File: src/rtl/ttt_pkg.sv
// Shared definitions for the tic-tac-toe move controller: FSM states,
// error codes and board geometry.
package ttt_pkg;

  typedef enum logic [1:0] {
    ST_IDLE   = 2'd0,
    ST_P_TURN = 2'd1,
    ST_C_TURN = 2'd2,
    ST_DONE   = 2'd3
  } state_e;

  localparam logic [1:0] ERR_NONE  = 2'd0;
  localparam logic [1:0] ERR_RANGE = 2'd1;
  localparam logic [1:0] ERR_OCC   = 2'd2;
  localparam logic [1:0] ERR_TMO   = 2'd3;

  localparam int POS_MIN = 1;
  localparam int POS_MAX = 9;
  localparam int CELLS   = 9;

endpackage

File: src/rtl/ttt_move_check.sv
// Combinational legality check for one offered move code against the
// current occupancy mask. One instance serves both player and computer.
module ttt_move_check
  import ttt_pkg::*;
#(
  parameter int POS_W = 4
) (
  input  logic [POS_W-1:0] i_code,
  input  logic [CELLS-1:0] i_occ,
  output logic             o_legal,
  output logic [1:0]       o_err_code
);

  logic w_in_range;
  logic w_taken;

  // Range test first, then occupancy of the addressed cell.
  always_comb begin
    w_in_range = (i_code >= POS_W'(POS_MIN)) && (i_code <= POS_W'(POS_MAX));
    w_taken    = 1'b0;
    for (int i = 0; i < CELLS; i++) begin
      w_taken = w_taken | ((i_code == POS_W'(i + 1)) & i_occ[i]);
    end
    if (!w_in_range) begin
      o_legal    = 1'b0;
      o_err_code = ERR_RANGE;
    end else if (w_taken) begin
      o_legal    = 1'b0;
      o_err_code = ERR_OCC;
    end else begin
      o_legal    = 1'b1;
      o_err_code = ERR_NONE;
    end
  end

endmodule

File: src/rtl/tic_tac_toe_move_ctrl.sv
// Move-sequencing front end for the tic_tac_toe core. Enforces turn order,
// cell range and occupancy, counts moves and ends the game on a win or a
// full board. Optional player-turn timeout: define MOVE_TIMEOUT_EN.
module tic_tac_toe_move_ctrl
  import ttt_pkg::*;
#(
  parameter int TIMEOUT_CYC = 1000,
  parameter int POS_W       = 4
) (
  input  logic             clk,
  input  logic             rst,
  input  logic             start,
  input  logic             p_valid,
  input  logic [POS_W-1:0] p_pos,
  output logic             p_ready,
  input  logic             c_valid,
  input  logic [POS_W-1:0] c_pos,
  output logic             c_ready,
  input  logic             game_over,
  output logic             play,
  output logic [POS_W-1:0] player_pos,
  output logic [POS_W-1:0] comp_pos,
  output logic             ack,
  output logic             err,
  output logic [1:0]       err_code,
  output logic             turn,
  output logic             busy,
  output logic [CELLS-1:0] occ
);

  state_e           r_state, w_state_nxt;
  logic [CELLS-1:0] r_occ, w_occ_nxt;
  logic [3:0]       r_cnt, w_cnt_nxt;
  logic [POS_W-1:0] r_player_pos, w_player_pos_nxt;
  logic [POS_W-1:0] r_comp_pos, w_comp_pos_nxt;
  logic             r_ack, w_ack_nxt;
  logic             r_err, w_err_nxt;
  logic [1:0]       r_err_code, w_err_code_nxt;
  logic             r_turn, w_turn_nxt;
  logic             r_play, w_play_nxt;
  logic             r_p_ready, r_c_ready, r_busy;

  logic             w_is_player;
  logic             w_hs;
  logic [POS_W-1:0] w_code;
  logic [CELLS-1:0] w_mask;
  logic             w_legal;
  logic [1:0]       w_chk_code;
  logic             w_tmo_fire;

  assign w_is_player = (r_state == ST_P_TURN);
  assign w_hs        = (w_is_player && p_valid) || ((r_state == ST_C_TURN) && c_valid);
  assign w_code      = w_is_player ? p_pos : c_pos;

  ttt_move_check #(.POS_W(POS_W)) u_check (
    .i_code     (w_code),
    .i_occ      (r_occ),
    .o_legal    (w_legal),
    .o_err_code (w_chk_code)
  );

  // One-hot cell mask for the offered code (only used when legal).
  always_comb begin
    w_mask = {CELLS{1'b0}};
    for (int i = 0; i < CELLS; i++) begin
      w_mask[i] = (w_code == POS_W'(i + 1));
    end
  end

`ifdef MOVE_TIMEOUT_EN
  logic [31:0] r_tmo_cnt;

  assign w_tmo_fire = w_is_player && (r_tmo_cnt == 32'(TIMEOUT_CYC - 1));

  // Idle cycles spent in the player turn; any player handshake restarts it.
  always_ff @(posedge clk or negedge rst) begin
    if (!rst) begin
      r_tmo_cnt <= 32'd0;
    end else if (!w_is_player || start || game_over || w_hs || w_tmo_fire) begin
      r_tmo_cnt <= 32'd0;
    end else begin
      r_tmo_cnt <= r_tmo_cnt + 32'd1;
    end
  end
`else
  assign w_tmo_fire = 1'b0;

  // TIMEOUT_CYC only matters with the timeout built; keep it referenced.
  if (TIMEOUT_CYC < 1) begin : g_tmo_cfg_unused
  end
`endif

  // Next state and next output values; start > game_over > move > timeout.
  always_comb begin
    w_state_nxt      = r_state;
    w_occ_nxt        = r_occ;
    w_cnt_nxt        = r_cnt;
    w_player_pos_nxt = r_player_pos;
    w_comp_pos_nxt   = r_comp_pos;
    w_ack_nxt        = 1'b0;
    w_err_nxt        = 1'b0;
    w_err_code_nxt   = r_err_code;
    w_turn_nxt       = r_turn;
    w_play_nxt       = 1'b0;
    if (start) begin
      w_state_nxt      = ST_P_TURN;
      w_occ_nxt        = {CELLS{1'b0}};
      w_cnt_nxt        = 4'd0;
      w_player_pos_nxt = {POS_W{1'b0}};
      w_comp_pos_nxt   = {POS_W{1'b0}};
      w_turn_nxt       = 1'b0;
      w_play_nxt       = 1'b1;
    end else begin
      case (r_state)
        ST_P_TURN, ST_C_TURN: begin
          if (game_over) begin
            w_state_nxt = ST_DONE;
          end else if (w_hs && w_legal) begin
            w_occ_nxt  = r_occ | w_mask;
            w_cnt_nxt  = r_cnt + 4'd1;
            w_ack_nxt  = 1'b1;
            w_turn_nxt = ~r_turn;
            if (w_is_player) begin
              w_player_pos_nxt = p_pos;
              w_state_nxt      = ST_C_TURN;
            end else begin
              w_comp_pos_nxt = c_pos;
              w_state_nxt    = ST_P_TURN;
            end
            if (r_cnt == 4'd8) begin
              w_state_nxt = ST_DONE;
            end else begin
              w_state_nxt = w_state_nxt;
            end
          end else if (w_hs) begin
            w_err_nxt      = 1'b1;
            w_err_code_nxt = w_chk_code;
          end else if (w_tmo_fire) begin
            w_err_nxt      = 1'b1;
            w_err_code_nxt = ERR_TMO;
            w_turn_nxt     = 1'b1;
            w_state_nxt    = ST_C_TURN;
          end else begin
            w_state_nxt = r_state;
          end
        end
        default: begin
          w_state_nxt = r_state;
        end
      endcase
    end
  end

  // State and all registered outputs.
  always_ff @(posedge clk or negedge rst) begin
    if (!rst) begin
      r_state      <= ST_IDLE;
      r_occ        <= {CELLS{1'b0}};
      r_cnt        <= 4'd0;
      r_player_pos <= {POS_W{1'b0}};
      r_comp_pos   <= {POS_W{1'b0}};
      r_ack        <= 1'b0;
      r_err        <= 1'b0;
      r_err_code   <= 2'd0;
      r_turn       <= 1'b0;
      r_play       <= 1'b0;
      r_p_ready    <= 1'b0;
      r_c_ready    <= 1'b0;
      r_busy       <= 1'b0;
    end else begin
      r_state      <= w_state_nxt;
      r_occ        <= w_occ_nxt;
      r_cnt        <= w_cnt_nxt;
      r_player_pos <= w_player_pos_nxt;
      r_comp_pos   <= w_comp_pos_nxt;
      r_ack        <= w_ack_nxt;
      r_err        <= w_err_nxt;
      r_err_code   <= w_err_code_nxt;
      r_turn       <= w_turn_nxt;
      r_play       <= w_play_nxt;
      r_p_ready    <= (w_state_nxt == ST_P_TURN);
      r_c_ready    <= (w_state_nxt == ST_C_TURN);
      r_busy       <= (w_state_nxt == ST_P_TURN) || (w_state_nxt == ST_C_TURN);
    end
  end

  assign p_ready    = r_p_ready;
  assign c_ready    = r_c_ready;
  assign play       = r_play;
  assign player_pos = r_player_pos;
  assign comp_pos   = r_comp_pos;
  assign ack        = r_ack;
  assign err        = r_err;
  assign err_code   = r_err_code;
  assign turn       = r_turn;
  assign busy       = r_busy;
  assign occ        = r_occ;

endmodule

File: config.mk
export PLATFORM = sky130hd
export DESIGN_NAME = tic_tac_toe_move_ctrl
export DESIGN_NICKNAME = d
export VERILOG_FILES = /design/src/rtl/ttt_pkg.sv /design/src/rtl/ttt_move_check.sv /design/src/rtl/tic_tac_toe_move_ctrl.sv
export SDC_FILE = /design/constraint.sdc
export NUM_CORES = 1
export LEC_CHECK = 0
export ABC_AREA = 1
export CAP_MARGIN = 20
export CELL_PAD_IN_SITES_DETAIL_PLACEMENT = 0
export CELL_PAD_IN_SITES_GLOBAL_PLACEMENT = 1
export CORE_UTILIZATION = 40
export CTS_BUF_LIST = sky130_fd_sc_hd__clkbuf_8
export DETAILED_ROUTE_END_ITERATION = 16
export PLACE_DENSITY = 0.95
export SETUP_SLACK_MARGIN = 0.5
export SYNTH_ARGS = -nofsm -noshare
export SYNTH_HDL_FRONTEND = slang
export SYNTH_HIERARCHICAL = 1
export SYNTH_SLANG_ARGS = --single-unit
File: constraint.sdc
create_clock -name clk -period 6.25 [get_ports clk]
set_input_delay 1.25 -clock clk [delete_from_list [all_inputs] [get_ports clk]]
set_output_delay 1.25 -clock clk [all_outputs]
set_load 0.02 [all_outputs]
# Word-level counts from Yosys, hierarchy flattened
# Cells that the tools add are included.
# Widths: inputs -> output; s select.
[word_totals] elab_cells=111 regBits=32 inputBits=14
[op_classes] mux=43 magnitude_cmp=2 n_bitwise=22 eq_ne=16 n_reduce_logical=14 add_sub_neg=1
[op_table] cell="$mux 4" n=15
[op_table] cell="$mux 9" n=4
[op_table] cell="$eq 4x3->1 const B" n=4
[op_table] cell="$mux 1" n=16
[op_table] cell="$mux 2" n=8
[op_table] cell="$eq 4x4->1 const B" n=3
[op_table] cell="$and 1x1->1" n=9
[op_table] cell="$or 9x9->9" n=1
[op_table] cell="$eq 4x2->1 const B" n=2
[op_table] cell="$or 1x1->1" n=8
[op_table] cell="$reduce_and 4->1" n=2
[op_table] cell="$reduce_bool 2->1" n=3
[op_table] cell="$reduce_and 5->1" n=1
[op_table] cell="$add 4x1->4 const B" n=1
[op_table] cell="$eq 2x1->1 const B" n=2
[op_table] cell="$eq 2x2->1 const B" n=2
[op_table] cell="$eq 4x1->1 const B" n=1
[op_table] cell="$ge 4x1->1 const B" n=1
[op_table] cell="$le 4x4->1 const B" n=1
[op_table] cell="$logic_and 1x1->1" n=4
[op_table] cell="$ne 2x2->1 const B" n=2
[op_table] cell="$not 1->1" n=4
[op_table] cell="$reduce_and 3->1" n=1
[op_table] cell="$logic_or 1x1->1" n=2
[op_table] cell="$reduce_or 2->1" n=1

# Depth between registers and ports, before layout
[logic_depth] ltp_word=21 depth_mapped=20 depth_no_buf=19

# By module
# Netlist, hierarchy kept.
[by_module_without_submodules] mod="tic_tac_toe_move_ctrl" cells_per_inst=179 instances=1 area_per_inst_um2=1536.5 seq_area_each_um2=800.8
[by_module_without_submodules] mod="ttt_move_check" cells_per_inst=34 instances=1 area_per_inst_um2=148.9 seq_area_each_um2=0.0

# Worst setup path before layout
# No wires, ideal clock.
[synth_path] path_type="input port to flip-flop" startpoint="input port c_pos[1]" endpoint="register r_busy, in the netlist busy" required_ps=6137 slack_ps=3189 t_arrival_ps=2949 stages=15 path_cell_list="inv_1 o21ai_2 inv_1 nand3_1 nand3_1 nand2_1 inv_1 nor3_2 nand2_1 nor2_1 nand3_1 nand2_1 nor2_1 ha_1 inv_1"
[synth_via] elab_chain_cells=20
[synth_lines] element="start, declared" line="tic_tac_toe_move_ctrl.sv:17" rtl="input logic [POS_W-1:0] c_pos,"
[synth_lines] element="$mux 4 *" line="tic_tac_toe_move_ctrl.sv:53" rtl="assign w_code = w_is_player ? p_pos : c_pos;"
[synth_lines] element="named net w_code[1]" line="tic_tac_toe_move_ctrl.sv:45" rtl="logic [POS_W-1:0] w_code;"
[synth_lines] element="$eq 4x1->1 or $eq 4x2->1 (tied branches)" line="ttt_move_check.sv:22" rtl="w_taken = w_taken | ((i_code == POS_W'(i + 1)) & i_occ[i]);"
[synth_lines] element="$and 1x1->1" line="ttt_move_check.sv:22"
[synth_lines] element="$or 1x1->1 (8 in a row)" line="ttt_move_check.sv:22"
[synth_lines] element="$mux 1" line="ttt_move_check.sv:27" rtl="end else if (w_taken) begin"
[synth_lines] element="$mux 1 *" line="ttt_move_check.sv:24" rtl="if (!w_in_range) begin"
[synth_lines] element="named net w_legal" line="tic_tac_toe_move_ctrl.sv:47" rtl="logic w_legal;"
[synth_lines] element="$logic_and 1x1->1 *" line="tic_tac_toe_move_ctrl.sv:118" rtl="end else if (w_hs && w_legal) begin"
[synth_lines] element="$mux 2 *" line="tic_tac_toe_move_ctrl.sv:118"
[synth_lines] element="$mux 2 *" line="tic_tac_toe_move_ctrl.sv:116" rtl="if (game_over) begin"
[synth_lines] element="$mux 2 *" line="tic_tac_toe_move_ctrl.sv:114" rtl="case (r_state)"
[synth_lines] element="$mux 2 *" line="tic_tac_toe_move_ctrl.sv:105" rtl="if (start) begin"
[synth_lines] element="named net w_state_nxt[1]" line="tic_tac_toe_move_ctrl.sv:31" rtl="state_e r_state, w_state_nxt;"
[synth_lines] element="$eq 2x1->1 or $eq 2x2->1 (tied branches)" line="tic_tac_toe_move_ctrl.sv:183" rtl="r_busy <= (w_state_nxt == ST_P_TURN) || (w_state_nxt == ST_C_TURN);"
[synth_lines] element="$logic_or 1x1->1 *" line="tic_tac_toe_move_ctrl.sv:183"
[synth_lines] element="end signal, assigned" line="tic_tac_toe_move_ctrl.sv:183"
[synth_lines] element="end, declared" line="tic_tac_toe_move_ctrl.sv:41" rtl="logic r_p_ready, r_c_ready, r_busy;"
# The timed path passes the listed nets; every way through them passes the cells marked *.
# A chain may end at the register's enable or synchronous reset.

# Worst setup path after layout
# Ends and elaborated chain as after synthesis.

==> results.sh <==
export IMPL_crit_required_ns=6.43
export IMPL_post_cts_setup_buffers=0
export IMPL_vdd_ir_drop_max_v=0.000132
export IMPL_synth_most_common_cell="nand2_1"
export IMPL_finalCriticalPeriod_ns=3.60
export IMPL_cpMostUsedCell="nor2_1"
export IMPL_clk_latency_ns=0.28
export IMPL_ys_top_cells_by_area="dfrtp_1, nand2_1, nand3_1"
export IMPL_slew_headroom_pct=66.6
export IMPL_cp_buffers_inverters=3
export IMPL_syn_nets=233
export IMPL_cpPeakStageDelay_ns=0.50
export IMPL_wl_per_cell_um=11.9
export IMPL_cp_cell_sequence="clkdlybuf4s50_1 > inv_1 > o21ai_2 > nor2_1 > a21oi_1 > nor2_1 > nor3_2 > nand2_1 > nor2_1 > nand3_1 > nand2_1 > nor2_1 > ha_1 > inv_1"
export IMPL_pwr_density_cell_nw_per_um2=247
export IMPL_dpl_hpwl_um=2660
export IMPL_vias=1455
export IMPL_drive_gt1_share_pct=7.00
export IMPL_fin_cells=307
export IMPL_reg2regPathDepth=15
export IMPL_cp_arrival_ns=3.78
export IMPL_hold_viol_final=0
export IMPL_wirelength_um=3650
export IMPL_grt_use_total_pct=19.1
export IMPL_netlist_instances=213
export IMPL_vias_per_cell=4.74
export IMPL_slowest_stage="clkdlybuf4s50_1"
export IMPL_start_util_pct=41.8
export IMPL_core_area_um2=4030
export IMPL_netlist_area_um2=1690
export IMPL_cp_end_kind="flip-flop"
export IMPL_grt_pass1_vias=1398
export IMPL_synth_top_area_cell="dfrtp_1"
export IMPL_ctsHoldBuffers=0
export IMPL_cellLeakagePower_nw=1.18
export IMPL_tritoncts="yes"
export IMPL_synth_distinct_cells=25
export IMPL_final_area_um2=2200
export IMPL_hold_ws_ns=0.475
export IMPL_dpl_cell_count=299
export IMPL_clock_fmax_mhz=278
export IMPL_cp_num_cells=14
export IMPL_synth_top_area_share_pct=47.5
export IMPL_ios=40
export IMPL_ys_ff_latch=32
export IMPL_die_h_um=66.9
export IMPL_finalPower_mw=0.543
export IMPL_cts_root_buffer_cell="clkbuf_8"
export IMPL_cap_viol_max_count=0
export IMPL_grt_ovfl_total=0
export IMPL_cts_sinks=32
export IMPL_hold_path_class="reg2reg"
export IMPL_crit_start="c_pos[1]"
export IMPL_gp_congestion=0.811
export IMPL_antenna_cells=0
export IMPL_drt_iter0_drc=66
export IMPL_synth_edf_count=0
export IMPL_reg2reg_to="busy$_DFF_PN0_"
export IMPL_setup_tns_ns=0
export IMPL_fin_ws_ns=2.65
export IMPL_crit_fanout=9
export IMPL_synth_warnings=6
export IMPL_crit_type="in2reg"
export IMPL_pre_cts_ws_ns=2.37
export IMPL_cpLargestDelayFamily="simple AND/OR/NAND/NOR gates"
export IMPL_rr_startpoint="r_state[1]$_DFF_PN0_"
export IMPL_register_area_um2=801
export IMPL_grt_pass1_wl_um=6270
export IMPL_slew_viol_final=0
export IMPL_ys_seq_area_share_pct=47.5
export IMPL_synth_async_reset_ratio_pct=100
export IMPL_fin_skew_ns=0.00479
export IMPL_multiInputGateArea_um2=743
export IMPL_drc=0
export IMPL_fp_dieArea_um2=4480
export IMPL_final_util_pct=54.6
export IMPL_grt_start_max_net_pins=33
export IMPL_yosys_top_cells_count="nand2_1, dfrtp_1, nand3_1"
export IMPL_port_buffers=39
export IMPL_status="finished clean"
export IMPL_ant_nets=0
export IMPL_cp_endpoint="busy$_DFF_PN0_"
export IMPL_cts_htree_levels=2
export IMPL_clock_path_buffers=2
export IMPL_start_kind="input pin"
export IMPL_place_area_um2=2110
export IMPL_numCtsBuffers=5
export IMPL_placement_rows=23
export IMPL_setup_viol=0
export IMPL_firstDrtPassIters=4
export IMPL_clkTransAtPathRegs_ns=0.07
export IMPL_die_w_um=66.9
export IMPL_area_growth_pct=30.5
export IMPL_antenna_found_initial=0
export IMPL_rsz0062_at_grt="false"
export IMPL_tightest_slew_ns=0.501
export IMPL_cts_resized=0
export IMPL_avgSynthCellArea_um2=7.91
export IMPL_synth_ff_type="dfrtp_1"
export IMPL_num_nets_final=276
export IMPL_final_fill_count=399
export IMPL_reg2reg_setup_slack_ns=3.23
export IMPL_fin_crit_sh_pct=57.6
-- area by class of cell --
class                   count  share of cell area (%)
clock buffers               6                    3.75
clock inverters             2                   0.341
inverters                  28                    4.78
multi-input cells         149                    33.8
flip-flops and latches     32                    36.4
well taps                  50                    2.84
repair buffers             40                    18.1
-- worst register-to-register path, delay by kind of cell, from the launching register on --
kind / cells / cell delay (ns)
flops: 1 / 0.39
fa+ha+maj: 2 / 0.73
buf+inv: 2 / 0.11
simple gates: 9 / 1.33
compound gates: 2 / 0.36
-- cell families after synthesis --
logic type	after synthesis	synth area share [%]
AO/OA/AOI/OAI	8	2.97
XOR/XNOR	1	0.520
buffers and inverters	32	8.39
AND/OR/NAND/NOR	134	36.2
flip-flops	32	47.5
adder cells (fa/ha/maj)	6	4.45
-- sequential cells by signal, indices dropped and copies added, names as in the netlist, 2 cells and up --
name        flops
occ             9
comp_pos        4
player_pos      4
r_cnt           4
err_code        2
r_state         2
-- placed cells by master, fill, tap and decap left out, drive strengths merged, types with 3 or more instances in the layout --
cell type	n
nor2	21
nand4	3
dfrtp	32
nand2	75
nand3	32
o21ai	6
clkdlybuf4s50	39
inv	30
clkbuf	6
ha	6
-- per-layer routing --
layer / share of wire [%] / global-route usage, % / vias to the layer above
li1: - / - / 753
met1: 50 / 26.0 / 655
met2: 44 / 28.8 / 45
met3: 5.4 / 4.62 / 2
met4: 0.85 / 7.45 / 0
met5: 0 / 0 / -
-- how the worst min path moves through the flow --
stage	start	endpoint	slack (ns)	cells after the start
finish	comp_pos[2]$_DFFE_PN0P_	comp_pos[2]$_DFFE_PN0P_	0.48	2
global route	comp_pos[3]$_DFFE_PN0P_	comp_pos[3]$_DFFE_PN0P_	0.51	2
CTS	comp_pos[1]$_DFFE_PN0P_	comp_pos[1]$_DFFE_PN0P_	0.48	2
detailed placement	comp_pos[2]$_DFFE_PN0P_	comp_pos[2]$_DFFE_PN0P_	0.46	2
global placement	player_pos[1]$_DFFE_PN0P_	player_pos[1]$_DFFE_PN0P_	0.46	2
floorplan	r_cnt[3]$_DFFE_PN0P_	r_cnt[3]$_DFFE_PN0P_	0.50	3
-- power breakdown --
group	internal (mW)	switching, mW	total (mW)	leakage (nW)
registers	0.223	0.00855	0.231	0.425
clock network	0.0865	0.0729	0.159	0.0538
logic	0.0572	0.0947	0.152	0.697
Power figures use the tool's default switching activity.
